--- config.mk ---
export PLATFORM = sky130hd
export DESIGN_NAME = dispatch_credit_arb
export DESIGN_NICKNAME = d
export VERILOG_FILES = /design/src/rtl/dispatch_credit_arb_pkg.sv /design/src/rtl/dispatch_rr_picker.sv /design/src/rtl/dispatch_credit_arb.sv
export SDC_FILE = /design/constraint.sdc
export NUM_CORES = 1
export LEC_CHECK = 0
export CORE_AREA = 2 2 503 505
export DETAILED_ROUTE_END_ITERATION = 16
export DIE_AREA = 0 0 505 507
export PLACE_DENSITY_LB_ADDON = 0.2
export SETUP_SLACK_MARGIN = 0.3
export SYNTH_ARGS = -nofsm -noshare
export SYNTH_HDL_FRONTEND = slang
export SYNTH_SLANG_ARGS = --single-unit
--- constraint.sdc ---
create_clock -name clk -period 4.5 [get_ports clk]
set_input_delay 0.675 -clock clk [delete_from_list [all_inputs] [get_ports clk]]
set_output_delay 0.675 -clock clk [all_outputs]
set_load 0.01 [all_outputs]
--- src/rtl/dispatch_credit_arb_pkg.sv ---
// Shared types and helpers for the dispatch credit arbiter.
package dispatch_credit_arb_pkg;

  // Default width of the stall performance counter.
  localparam int unsigned PerfWDefault   = 44;
  localparam int unsigned NumReqsDefault = 4;
  localparam int unsigned SelWDefault    = $clog2(NumReqsDefault);

  // Lane index for the default lane count.
  typedef logic [SelWDefault-1:0] sel_t;

  // Width needed to hold a credit count in 0..credits.
  function automatic int unsigned credit_cnt_width(input int unsigned credits);
    return $clog2(credits + 1);
  endfunction

endpackage

--- src/rtl/dispatch_rr_picker.sv ---
// Combinational round-robin picker: first valid lane at or after ptr wins.
module dispatch_rr_picker #(
  parameter int unsigned NUM_REQS = 4,
  parameter int unsigned SELW     = $clog2(NUM_REQS)
) (
  input  logic [NUM_REQS-1:0] valid,
  input  logic [SELW-1:0]     ptr,
  output logic [NUM_REQS-1:0] grant,
  output logic [SELW-1:0]     idx,
  output logic                any_valid
);

  int unsigned lane;

  // Walk offsets from farthest to nearest so the lane closest to ptr is written last.
  always_comb begin
    grant     = '0;
    idx       = '0;
    lane      = 0;
    any_valid = |valid;
    for (int i = NUM_REQS - 1; i >= 0; i--) begin
      lane = (32'(ptr) + 32'(i)) % NUM_REQS;
      if (valid[lane]) begin
        grant       = '0;
        grant[lane] = 1'b1;
        idx         = SELW'(lane);
      end
    end
  end

endmodule

--- src/rtl/dispatch_credit_arb.sv ---
// Credit-based round-robin dispatch arbiter feeding one shared execution unit.
// Optional stall counter port perf_stalls is built when DISPATCH_ARB_PERF_EN is defined.
module dispatch_credit_arb
  import dispatch_credit_arb_pkg::*;
#(
  parameter int unsigned NUM_REQS = 4,
  parameter int unsigned DATAW    = 256,
  parameter int unsigned CREDITS  = 4,
  parameter int unsigned SELW     = $clog2(NUM_REQS),
  parameter int unsigned CNTW     = credit_cnt_width(CREDITS),
  parameter int unsigned PERF_W   = PerfWDefault
) (
  input  logic                           clk,
  input  logic                           reset,
  input  logic [NUM_REQS-1:0]            req_valid,
  input  logic [NUM_REQS-1:0][DATAW-1:0] req_data,
  output logic [NUM_REQS-1:0]            req_ready,
  output logic                           out_valid,
  output logic [DATAW-1:0]               out_data,
  output logic [SELW-1:0]                out_sel,
  input  logic                           out_ready,
  input  logic                           credit_ret,
  output logic [CNTW-1:0]                credits_avail,
  output logic                           credit_err
`ifdef DISPATCH_ARB_PERF_EN
  ,
  output logic [PERF_W-1:0]              perf_stalls
`endif
);

  localparam logic [CNTW-1:0] CredMax = CNTW'(CREDITS);
  localparam logic [SELW-1:0] LastSel = SELW'(NUM_REQS - 1);

  logic [SELW-1:0]     ptr_q, ptr_d;
  logic [CNTW-1:0]     credits_q, credits_d;
  logic                err_q, err_d;
  logic                out_valid_q, out_valid_d;
  logic [DATAW-1:0]    out_data_q, out_data_d;
  logic [SELW-1:0]     out_sel_q, out_sel_d;

  logic [NUM_REQS-1:0] pick_grant;
  logic [SELW-1:0]     pick_idx;
  logic                pick_any;
  logic                can_load;
  logic                grant_en;

  dispatch_rr_picker #(
    .NUM_REQS (NUM_REQS),
    .SELW     (SELW)
  ) u_picker (
    .valid     (req_valid),
    .ptr       (ptr_q),
    .grant     (pick_grant),
    .idx       (pick_idx),
    .any_valid (pick_any)
  );

  // Grant only when the stage can take the winner and a credit is held; never during reset.
  always_comb begin
    can_load  = !out_valid_q || out_ready;
    grant_en  = reset && can_load && (credits_q != '0) && pick_any;
    req_ready = grant_en ? pick_grant : '0;
  end

  // Next-state for pointer, credits, sticky error and the output register.
  always_comb begin
    ptr_d       = ptr_q;
    credits_d   = credits_q;
    err_d       = err_q;
    out_valid_d = out_valid_q;
    out_data_d  = out_data_q;
    out_sel_d   = out_sel_q;

    if (grant_en) begin
      ptr_d = (pick_idx == LastSel) ? '0 : pick_idx + 1'b1;
    end

    // A grant and a return in the same cycle cancel out.
    case ({grant_en, credit_ret})
      2'b10:   credits_d = credits_q - 1'b1;
      2'b01:   if (credits_q != CredMax) credits_d = credits_q + 1'b1;
      default: credits_d = credits_q;
    endcase

    // A return while already full means the unit over-returned.
    if (credit_ret && (credits_q == CredMax)) begin
      err_d = 1'b1;
    end

    if (can_load) begin
      out_valid_d = grant_en;
      if (grant_en) begin
        out_data_d = req_data[pick_idx];
        out_sel_d  = pick_idx;
      end
    end
  end

  // State registers.
  always_ff @(posedge clk or negedge reset) begin
    if (!reset) begin
      ptr_q       <= '0;
      credits_q   <= CredMax;
      err_q       <= 1'b0;
      out_valid_q <= 1'b0;
      out_data_q  <= '0;
      out_sel_q   <= '0;
    end else begin
      ptr_q       <= ptr_d;
      credits_q   <= credits_d;
      err_q       <= err_d;
      out_valid_q <= out_valid_d;
      out_data_q  <= out_data_d;
      out_sel_q   <= out_sel_d;
    end
  end

  assign out_valid     = out_valid_q;
  assign out_data      = out_data_q;
  assign out_sel       = out_sel_q;
  assign credits_avail = credits_q;
  assign credit_err    = err_q;

`ifdef DISPATCH_ARB_PERF_EN
  logic [PERF_W-1:0] perf_q;

  // Count cycles where some lane wants dispatch but nothing is granted.
  always_ff @(posedge clk or negedge reset) begin
    if (!reset) begin
      perf_q <= '0;
    end else if (pick_any && !grant_en) begin
      perf_q <= perf_q + 1'b1;
    end
  end

  assign perf_stalls = perf_q;
`endif

endmodule

# Word-level counts from Yosys, hierarchy flattened
# Cells that the tools add are included.
word_totals:
  reg_bits: 265
  romBits: 0
  memories: 0
  mem_bits_rw: 0
  inputBits: 1032
  output_inout_bits: 267
  wordCells: 72
  latch_bits: 0
op_classes:
  magnitude_cmp: 9
  muxes: 30
  multipliers: 0
  n_shift: 0
  reduce_logical: 15
  div: 0
  n_eq_ne: 6
  bitwise_logic: 0
  add_sub_neg: 6
op_table:
  columns: ["cell", "n"]
  rows:
  - ["256-bit binary-select mux with 2-bit select", 1]
  - ["256-bit two-way mux", 1]
  - ["4-bit two-way mux", 5]
  - ["2-bit by 3-bit less-than comparator with 1-bit output (second input constant)", 5]
  - ["2-bit two-way mux", 5]
  - ["1-bit binary-select mux with 2-bit select", 4]
  - ["1-bit demux with 2-bit select", 4]
  - ["2-bit by 1-bit greater-or-equal comparator with 1-bit output (second input constant)", 4]
  - ["1-bit logical AND", 8]
  - ["1-bit two-way mux", 8]
  - ["3-bit one-hot mux with 2 select lines", 1]
  - ["2-bit by 1-bit adder with 2-bit output (second input constant)", 2]
  - ["2-bit adder (second input constant)", 2]
  - ["2-bit == test (second input constant)", 2]
  - ["2-bit AND reduction", 2]
  - ["4-bit OR reduction", 1]
  - ["3-bit by 1-bit adder with 3-bit output (second input constant)", 1]
  - ["3-bit == test (second input constant)", 1]
  - ["3-bit two-way mux", 1]
  - ["3-bit != test (second input constant)", 1]
  - ["3-bit nonzero test", 1]
  - ["3-bit by 1-bit subtractor with 3-bit output (second input constant)", 1]
  - ["2-bit by 1-bit == test with 1-bit output (second input constant)", 1]
  - ["2-bit != test (second input constant)", 1]
  - ["3 further kinds", 3]

# Logic depth before layout (Yosys ltp)
logic_depth:
  word_depth: 10
  ltp_mapped: 16
  depth_no_buf: 9

# Hierarchy
# A second synthesis with hierarchy kept.
hier_totals:
  hier_cells: 980
  area_unflattened_um2: 16822.4
by_module_without_submodules:
  columns: ["module", "cells_each", "n_inst", "area_each_um2", "seq_area_each_um2"]
  rows:
  - ["dispatch_credit_arb", 913, 1, 16291.9, 6632.6]
  - ["dispatch_rr_picker", 67, 1, 530.5, 0.0]

# Worst setup path after synthesis
# OpenSTA, ideal clock, no wires.
synth_timing:
  path_type: "reg-to-output"
  from: "reg ptr_q[0]"
  to: "out req_ready[2]"
  path_slack_ns: 0.646
  required_ns: 3.825
  path_stages_with_launch: 14
  n_path_buf: 7
  t_arrival_ns: 3.179
  cell_sequence: "dfrtp_1 buf_6 buf_2 clkinv_1 clkbuf_1 ha_1 clkbuf_1 mux4_2 buf_2 clkbuf_1 clkbuf_1 a221o_1 o211ai_1 a21oi_1"
synth_via:
  elab_chain_cells: 10
  elab_cells_between_ends: 36
  classes_between: "add/sub: 3; order compare: 8; mux: 21; reduce/logical: 4"
synth_lines:
  columns: ["element", "line", "text"]
  rows:
  - ["start, declared", "dispatch_credit_arb.sv:34", "logic [SELW-1:0] ptr_q, ptr_d;"]
  - ["start signal, assigned", "dispatch_credit_arb.sv:109", "ptr_q <= ptr_d;"]
  - ["2-bit adder", "dispatch_rr_picker.sv:22", "lane = (32'(ptr) + 32'(i)) % NUM_REQS;"]
  - ["2-bit by 3-bit less-than comparator with 1-bit output (not written as such) or 2-bit by 1-bit greater-or-equal comparator with 1-bit output (tied branches)", "dispatch_rr_picker.sv:25", "grant[lane] = 1'b1;"]
  - ["1-bit logical AND (not written as such)", "dispatch_rr_picker.sv:25", null]
  - ["1-bit two-way mux (not written as such)", "dispatch_rr_picker.sv:25", null]
  - ["1-bit demux with 2-bit select", null, null]
  - ["4-bit two-way mux (3 in series)", "dispatch_rr_picker.sv:23", "if (valid[lane]) begin"]
  - ["4-bit two-way mux *", "dispatch_rr_picker.sv:23", null]
  - ["4-bit two-way mux *", "dispatch_credit_arb.sv:62", "req_ready = grant_en ? pick_grant : '0;"]
  - ["end, declared", "dispatch_credit_arb.sv:17", "output logic [NUM_REQS-1:0] req_ready,"]
# Every way passes the cells marked *; elsewhere a longest branch is shown, timed or not. The select of a mux whose other input is x is not followed.

# Worst setup path in the final report
layout_timing:
  from: "reg ptr_q[1]"
  to: "out req_ready[1]"
# The elaborated chain is that of the path after synthesis.

==> summary.md <==
| Metric | Value |
|---|---|
| Status | `finished, final reports clean` |
| Post-synth EDFFs | `0` |
| Final Setup Violations | `0` |
| Vias/cell | `between 4 and 5` |
| Critical path type | `flop to output pin` |
| Synth area leader | `dfrtp_1` |
| Post-route setup TNS | `0 ns` |
| Fin Hold WS | `about 0.47 ns` |
| CTS max path bufs | `3` |
| CTS Buf Count | `48` |
| Total power | `35.09 mW` |
| Yosys top cell area share | `0.1960` |
| Total number of vias | `~41000` |
| Warnings, synthesis | `0` |
| Stages on the worst setup path | `9` |
| Routed len/inst | `about 31 um` |
| CP Data Arrival Time | `3.40 ns` |
| Crit share post-route | `0.9047` |
| Die height | `slightly above 500 um` |
| RSZ-0062 raised after global routing | `false` |
| H-tree levels | `2` |
| DPL Wire Length | `185100 um` |
| Crit-path leading delay family | `buffers and inverters` |
| Ys flop type | `dfrtp_1` |
| Max FO, Critical Path | `7` |
| Worst path slowest cell | `clkdlybuf4s50_1` |
| Sequential fraction of the synthesis area | `0.1968` |
| Max-cap viol count | `0` |
| Cell with the most instances after synthesis | `a211oi_1` |
| Final Hold Fails | `0` |
| Residual DRC count | `0` |
| Global placement routability congestion | `0.8543` |
| DR pass1 iterations | `7` |
| Fin nets | `5798` |
| First-pass GRT wire length | `around 350000 um` |
| Die W | `between 500 and 600 um` |
| CP max stage delay | `0.47 ns` |
| Pins over their slew limit | `0` |
| Peak VDD IR | `0.5423 mV` |
| Dpl ws | `-0.05321 ns` |
| PwrDens | `670.2 nW/um^2` |
| Share of cells above drive strength 1 | `0.1439` |
| Core ar. | `250500 sq um` |
| Largest net degree at the start of global routing | `171` |
| Synth top area cells | `dfrtp_1, mux2_2, a211oi_1` |
| Initial Util | `0.1345` |
| Syn Nets | `4829` |
| Clock sinks | `265` |
| Antenna Nets Post-Route | `0` |
| Number of filler cells placed in the layout | `roughly 28000` |
| Port-buffer cells | `1298` |
| Setup crit end kind | `output pin` |
| Clock skew | `0.03963 ns` |
| Antenna violations before repair | `149` |
| Die area | `256000 sq um` |
| Vias in the first global route | `39742` |
| Ports | `1299` |
| Buf+Inv Stages, Crit Path | `3` |
| Crit-path cells | `clkinvlp_4 > ha_2 > mux4_2 > nor2b_4 > a221o_1 > o211ai_1 > a21oi_4 > buf_4 > clkdlybuf4s50_1` |
| Synthesized cell area | `about 34000 sq um` |
| Slew HR | `0.3295` |
| Initial drt markers | `3057` |
| Fin crit period | `4.071 ns` |
| Unique masters post-synth | `52` |
| Ys async rst share | `1.000` |
| Total Wirelength | `253600 um` |
| Crit start category | `flop` |
| Worst-Skew Late Latency | `0.69 ns` |
| Most instantiated cells after synthesis | `a211oi_1, mux2_2, clkbuf_1` |
| Leak | `19.81 nW` |
| Worst R2R Path Depth | `9` |
| Worst Max-Slew Pin Slew | `1.006 ns` |
| Util after Layout | `0.2091` |
| Max Freq | `245.6 MHz` |
| Clock-pin transition on the worst setup and hold timing paths | `0.06 ns` |
| Cells after synthesis | `around 3800` |
| Std cell rows | `184` |
| TritonCTS clock tree | `yes` |
| Synth Register Bits | `265` |
| Synth Area per Inst | `8.898 sq um` |
| Min-Delay Path Class | `input port to asynchronous set/reset pin` |
| Area Growth Syn to Fin | `55.39%` |
| GRT overflow | `0` |
| Total global-route track usage | `0.1871` |
| WP data required | `3.83 ns` |
| Clock Tree Root | `clkbuf_16` |
| Setup ws final | `0.4289 ns` |
registers in the layout, summed over array words and instances (netlist names):
register	flops
credit_err	1
credits_avail	3
out_data	256
out_sel	2
out_valid	1
ptr_q	2
layout make-up:
type	instances	area, sq um	share of cell area
flip-flops and latches	265	6638	0.1268
clock inverters	8	97.59	0.001864
diodes	67	167.7	0.003202
repair buffers	1471	14990	0.2863
multi-input cells	2965	24810	0.4739
inverters	5	22.52	0.0004301
clock buffers	80	1443	0.02755
well taps	3348	4189	0.08000
metal layers:
layer / GRT usage / vias to the layer above / share of wire
met5: 0 / - / 0.0023
met4: 0.06662 / 92 / 0.034
met2: 0.3144 / 1802 / 0.48
met3: 0.06248 / 380 / 0.086
li1: - / 17747 / -
met1: 0.2207 / 20898 / 0.40
final timing paths:
path | slack, ns | end | from
worst max-delay path | 0.43 | req_ready[1] | ptr_q[1]
worst min-delay path | 0.47 | out_data[108] | reset
worst min register to register | 0.48 | credit_err | credit_err
min in group clk | 0.48 | credit_err | credit_err
worst max register to register | 0.58 | out_data[19] | ptr_q[1]
max in group asynchronous | 2.02 | out_data[246] | reset
kinds of logic after synthesis:
logic type,share of synthesized area
DFF,0.1968
AOI/OAI and AO/OA,0.4464
buffers and inverters,0.07069
xor gates and xnor gates,0.0002600
adders and majority gates,0.003936
muxes,0.1757
and+or+nand+nor,0.1062
placed cells by master (no fill, tap or decap), types with 67 or more instances in the layout:
master,netlist,layout
mux2_2,427,427
a221oi_1,244,244
diode_2,0,67
a22oi_1,244,244
o32ai_1,244,244
a211oi_1,491,491
and3_1,246,246
clkdlybuf4s50_1,0,1297
dfrtp_1,264,262
buf_4,4,118
o211a_1,245,245
a21boi_0,256,256
nor2b_1,246,245
worst register-to-register path, stage by stage, from the launching register on:
cell and delay (ns):
dfrtp_2 0.46, clkinvlp_4 0.13, ha_2 0.41, mux4_4 0.48, buf_4 0.18, buf_4 0.17, o21ai_4 0.71, buf_4 0.77
a211oi_1 0.28, a211oi_1 0.26
power by group:
part / internal (mW) / switching, mW
Clock: 2.23 / 1.75
Combinational: 10.7 / 15.8
Sequential: 3.63 / 0.950
Total: 16.6 / 18.5
per-stage QoR:
step / cell area [sq um] / std cells
floorplan: 33700 / 3787
global placement: 50510 / 8042
detailed placement: 50510 / 8042
CTS: 52180 / 8140
global route: 52300 / 8181
finish: 52370 / 8209
repair_timing:
action | in CTS | in global routing
gates cloned | 1 | 0
hold buffers | 1 | 0
setup endpoints to repair | 4 | 4
setup buffers | 8 | 2
resized for setup | 7 | 0
hold endpoints to repair | 12 | 0
Power figures use the tool's default switching activity.
